### src/rtl/if_stage.sv
// rtl/if_stage.sv - instruction fetch stage with skid buffer and branch discard
module if_stage #(
    parameter logic [31:0] RESET_PC = 32'h0000_0000
) (
    input  logic        clk,
    input  logic        rst,
    input  logic        freeze,
    input  logic        branch_taken,
    input  logic [31:0] branch_addr,
    output logic        imem_req,
    output logic [31:0] imem_addr,
    input  logic        imem_ready,
    input  logic [31:0] imem_rdata,
    output logic [31:0] PC_out,
    output logic [31:0] Instruction,
    output logic        inst_valid
);

    typedef enum logic [1:0] {
        IDLE = 2'd0,
        REQ  = 2'd1,
        SKID = 2'd2
    } state_e;

    state_e      state_q, state_d;
    logic [31:0] pc_q, pc_d;
    logic [31:0] pc_out_q, pc_out_d;
    logic [31:0] instr_q, instr_d;
    logic        valid_q, valid_d;
    logic [31:0] skid_data_q, skid_data_d;
    logic [31:0] skid_pc_q, skid_pc_d;
    logic        discard_q, discard_d;
    logic [31:0] target_q, target_d;

    logic [31:0] pc_plus4;
    logic        xfer;

    assign imem_req    = (state_q == REQ);
    assign imem_addr   = pc_q;
    assign xfer        = imem_req && imem_ready;
    assign pc_plus4    = pc_q + 32'd4;
    assign PC_out      = pc_out_q;
    assign Instruction = instr_q;
    assign inst_valid  = valid_q;

    // Next-state and datapath: hold everything by default, then apply the
    // branch redirect (which beats freeze), discard completion, or transfer.
    always_comb begin
        state_d     = state_q;
        pc_d        = pc_q;
        pc_out_d    = pc_out_q;
        instr_d     = instr_q;
        valid_d     = valid_q;
        skid_data_d = skid_data_q;
        skid_pc_d   = skid_pc_q;
        discard_d   = discard_q;
        target_d    = target_q;

        if (branch_taken) begin
            instr_d  = 32'd0;
            pc_out_d = 32'd0;
            valid_d  = 1'b0;
        end

        unique case (state_q)
            IDLE: begin
                state_d = REQ;
                if (branch_taken) begin
                    pc_d = branch_addr;
                end
            end
            REQ: begin
                if (branch_taken) begin
                    if (xfer) begin
                        // Data in flight is dropped; redirect immediately.
                        pc_d      = branch_addr;
                        discard_d = 1'b0;
                    end else begin
                        // Request must complete at its address before redirect.
                        discard_d = 1'b1;
                        target_d  = branch_addr;
                    end
                end else if (discard_q) begin
                    if (xfer) begin
                        pc_d      = target_q;
                        discard_d = 1'b0;
                        valid_d   = 1'b0;
                    end
                end else if (xfer) begin
                    pc_d = pc_plus4;
                    if (freeze) begin
                        skid_data_d = imem_rdata;
                        skid_pc_d   = pc_plus4;
                        state_d     = SKID;
                    end else begin
                        instr_d  = imem_rdata;
                        pc_out_d = pc_plus4;
                        valid_d  = 1'b1;
                    end
                end
            end
            SKID: begin
                if (branch_taken) begin
                    pc_d    = branch_addr;
                    state_d = REQ;
                end else if (!freeze) begin
                    instr_d  = skid_data_q;
                    pc_out_d = skid_pc_q;
                    valid_d  = 1'b1;
                    state_d  = REQ;
                end
            end
            default: begin
                state_d = IDLE;
            end
        endcase
    end

    // State register with synchronous reset that abandons any request in flight.
    always_ff @(posedge clk) begin
        if (rst) begin
            state_q     <= IDLE;
            pc_q        <= RESET_PC;
            pc_out_q    <= 32'd0;
            instr_q     <= 32'd0;
            valid_q     <= 1'b0;
            skid_data_q <= 32'd0;
            skid_pc_q   <= 32'd0;
            discard_q   <= 1'b0;
            target_q    <= 32'd0;
        end else begin
            state_q     <= state_d;
            pc_q        <= pc_d;
            pc_out_q    <= pc_out_d;
            instr_q     <= instr_d;
            valid_q     <= valid_d;
            skid_data_q <= skid_data_d;
            skid_pc_q   <= skid_pc_d;
            discard_q   <= discard_d;
            target_q    <= target_d;
        end
    end

endmodule

### config.mk
export PLATFORM = sky130hd
export DESIGN_NAME = if_stage
export DESIGN_NICKNAME = d
export VERILOG_FILES = /design/src/rtl/if_stage.sv
export SDC_FILE = /design/constraint.sdc
export NUM_CORES = 1
export LEC_CHECK = 0
export ABC_AREA = 1
export CORE_ASPECT_RATIO = 1.75
export CORE_UTILIZATION = 50
export DETAILED_ROUTE_END_ITERATION = 8
export PLACE_DENSITY = 0.75
export RECOVER_POWER = 50
export SLEW_MARGIN = 20
export SYNTH_ARGS = -nofsm -noshare
export SYNTH_HDL_FRONTEND = slang
export SYNTH_SLANG_ARGS = --single-unit
### constraint.sdc
create_clock -name clk -period 3.3 [get_ports clk]
set_input_delay 0.66 -clock clk [delete_from_list [all_inputs] [get_ports clk]]
set_output_delay 0.66 -clock clk [all_outputs]
set_load 0.05 [all_outputs]
After elaboration in Yosys (flattened, before gate mapping):

Index checks and enable logic that the tools add are counted.

* eq/ne operators: 8
* add/sub/neg operators: 1
* reduce and logical (&&, ||, !) cells: 8
* bitwise logic cells: 3
* mux-type cells: 41

Operators by type and width (number)
* 2-to-1 mux 32 bit: 20
* case mux 32 bit (2 select lines): 3
* adder 32 x 3 -> 32 bit, second input constant: 1
* 2-to-1 mux 2 bit: 6
* 2-to-1 mux 1 bit: 10
* AND reduction 5 bit: 2
* inequality test 2 bit, second input constant: 3
* case mux 2 bit (3 select lines): 1
* AND reduction 3 bit: 2
* inequality test 2 x 1 -> 1 bit, second input constant: 2
* inequality test 3 bit, second input constant: 1
* inverter 1 bit: 3
* == test 2 x 1 -> 1 bit, second input constant: 1
* == test 2 bit, second input constant: 1
* zero test 2 bit: 1
* case mux 1 bit (2 select lines): 1
* nonzero test 2 bit: 1
* OR reduction 2 bit: 1
* logical AND 1 bit: 1

* register bits: 196
* input port bits: 69

Depth between registers and ports, before layout:

* word-level depth: 6
* depth in mapped cells: 12

Worst setup path before layout:

OpenSTA, ideal clock, no wires.

* path type: register to register
* from: reg state_q[1]
* to: reg target_q[20]
* data arrival time: 1.907 ns
* setup slack: 1.261 ns
* cell stages (with the launch flop): 10
* cells stage by stage: dfxtp_1 > inv_1 > ha_1 > inv_2 > nor2_4 > nand2_1 > buf_2 > buf_2 > nand2_1 > a21oi_1

* longest elaborated chain between the ends: 4

RTL lines
* start: declaration: line 25 `state_e state_q, state_d;`
* start signal: assignment: line 132 `state_q <= state_d;`
* == test 2 x 1 -> 1 bit *: line 38 `assign imem_req = (state_q == REQ);`
* via imem_req: line 10 `output logic imem_req,`
* logical AND 1 bit: line 40 `assign xfer = imem_req && imem_ready;`
* inverter 1 bit (no line)
* AND reduction 3 bit (no line) *
* end signal: assignment: line 140 `target_q <= target_d;`
* end: declaration: line 33 `logic [31:0] target_q, target_d;`

The timed path passes the listed nets; every way through them passes the cells marked *.
A chain may end at the register's enable or synchronous reset.

Worst setup path after layout:

* from: reg state_q[1]
* to: out imem_req

* longest elaborated chain between the ends: 1

RTL lines (line)
* == test 2 x 1 -> 1 bit: 38
* end: declaration: 10

Every way passes these cells.

==> metrics.cfg <==
[critical_path]
path_max_fanout=8
start_kind=flip-flop
worstPathRequired_ns=2.64
crit_path_end_kind=primary output
crit_chain=inv_1 > ha_1 > clkdlybuf4s50_1
crit_path_top_delay_cell=clkdlybuf4s50_1
path_class=flip-flop to primary output
crit_arrival_ns=2.13
cpPeakStageDelay_ns=0.89

[synthesis]
ys_warn_count=0
ys_ff_latch=196
syn_area_per_cell_um2=6.91
netlist_instances=1366
yosys.cell_types.count=42
ys_seq_area_share_pct=41.5
synth_top_flop_cell=dfxtp_1
synth-edff-count=0
synth_area_leader_cell=dfxtp_1
ys_async_sr_fraction_pct=0
synth_top_area_share_pct=41.5
yosys-top-cells-area=dfxtp_1 (42%), nand2_1 (13%), a21oi_1 (12%), o21ai_0 (8.7%), inv_1 (4.9%)
syn_area_um2=9440
synthesis.nets=1440

[die]
core_um2=18600
die_width_um=106
io_pins=167
rows=66
start_util_pct=50.8
die_h_um=184
die_area_um2=19500

[layout]
final_cell_mix=nand2_1 (320), a21oi_1 (234), dfxtp_1 (196)
fillers=1737
drive_gt1_share_pct=5.22
area_growth_pct=24.1
fin_nets=1556
final_common_cell=nand2_1

[place]
numPortBuffers=166
dpl_worst_slack_ns=0.439
hpwlAfterDp_mm=18.7
place_congestion=0.926

[routing]
routed_via_density=5.49
num_vias=9528
first_pass_iters=5
antenna_left=0
wl_per_cell_um=15.6
wirelength_mm=27.1
drc_errors=0
drt-initial-drc-count=553

[clock_network]
cts.repair.resized=0
path_clk_slew_ns=0.07
cts_setup_buffers=0
ctsHtreeMaxLevel=4
clk_path_buf_depth=2
cts_hold_buf=0
root_buffer=clkbuf_16
cts_tree=yes
cts_sinks=196
cts_buffers=17
insertion_delay_ns=0.44

[pwr]
ir_worst_vdd_v=0.000434
power.density_nw_per_um2=778
p_leak_nw=4.47

[global_route]
antenna_found_initial=1
track_usage_pct=28.5
grt_pass1_vias=8773
grt_start_max_net_pins=76
gr-total-overflow=0
grt_first_pass_wirelength_mm=44.2

[status]
violations=capacitance limit, slew limit
status=finished with violations

[sta]
worst_pin_slew_ns=1.51
relSlewSlack_pct=-0.730
fin_crit_ns=2.79
finalWorstSetupSlack_ns=0.510
fin_crit_sh_pct=84.5
finalSetupViolations=0
finalClockSkew_ns=0.0116
setup_tns_ns=0
slew_violations=33
hold_viol=0
rsz0062_at_grt=false
fmax_mhz=358

[flow_run]
cap_viol_max_count=1

[worst_hold_path]
hold_class=flip-flop to flip-flop

## metal layers
| layer | part of all wire [%] | wire [um] | GRT usage [%] |
|---|---|---|---|
| met1 | 41 | 11000 | 33.9 |
| met2 | 51 | 13700 | 50.2 |
| met3 | 5.0 | 1360 | 4.18 |
| met5 | 0 | 0 | 0 |
| met4 | 3.7 | 1010 | 13.1 |
## report_power, final
| part | leakage, nW | switching [mW] | internal [mW] |
|---|---|---|---|
| sequential | 1.60 | 0.442 | 2.78 |
| clock | 0.260 | 0.912 | 1.04 |
| combinational | 2.61 | 2.74 | 1.22 |
## final timing paths
kind	startpoint	to	slack [ns]	depth (start not counted)
max	state_q[1]	imem_req	0.51	3
min	skid_data_q[5]	skid_data_q[5]	0.45	2
max reg2reg	state_q[1]	imem_addr[1]	0.56	9
min reg2reg	skid_data_q[5]	skid_data_q[5]	0.45	2
## cell usage after synthesis (8+ instances only)
cell type	n
nor2_2	8
o21ai_1	20
inv_1	124
buf_4	10
nand2_1	319
a221oi_1	14
o211ai_1	11
o21ai_0	165
buf_2	21
nor2_1	63
nand3_1	41
clkbuf_1	53
a21oi_1	234
a211oi_1	13
dfxtp_1	196
## cell type report
cell class                      count  area [um^2]  share of cell area (%)
Timing Repair Buffer              188         1880                    16.0
Clock buffer                       20          437                    3.73
Clock inverter                     12          108                   0.918
Inverter                          131          494                    4.22
Sequential cell                   196         3920                    33.5
Multi-Input combinational cell    948         4570                    39.0
Tap cell                          238          298                    2.54
Antenna cell                        1         2.50                  0.0214
## worst max-delay path: cells and delay by family, from the launching register on
| kind | cells | cell delay [ns] |
|---|---|---|
| adder cells (fa/ha/maj) | 1 | 0.36 |
| buffers and inverters | 2 | 1.00 |
| flip-flops | 1 | 0.33 |
## through the flow
step                std cells  hold WS [ns]  util, %  total power, mW  cell area, um^2
global placement         1701         0.432     60.3             7.21            11200
CTS                      1733         0.448     63.2             9.20            11800
global route             1733         0.469     63.1             9.64            11700
detailed placement       1701         0.438     60.3             7.25            11200
finish                   1734         0.446     63.1             9.12            11700
floorplan                1366         0.425        -             5.91             9440
## sequential cells by signal, summed over array words and instances (netlist names)
name / cells
inst_valid: 1
discard_q: 1
skid_pc_q: 32
PC_out: 32
imem_addr: 32
Instruction: 32
skid_data_q: 32
target_q: 32
state_q: 2
## logic make-up (layout without fill, tap and decap cells)
group / after synthesis / in the layout / synth area share (%)
buffers and inverters: 222 / 351 / 9.86
other: 0 / 1 / 0
AOI/OAI and AO/OA: 472 / 472 / 26.6
xor gates and xnor gates: 12 / 12 / 1.11
DFF: 196 / 196 / 41.5
and+or+nand+nor: 459 / 459 / 20.3
adders and majority gates: 5 / 5 / 0.662
No activity file was read; power rests on OpenSTA's default activity.
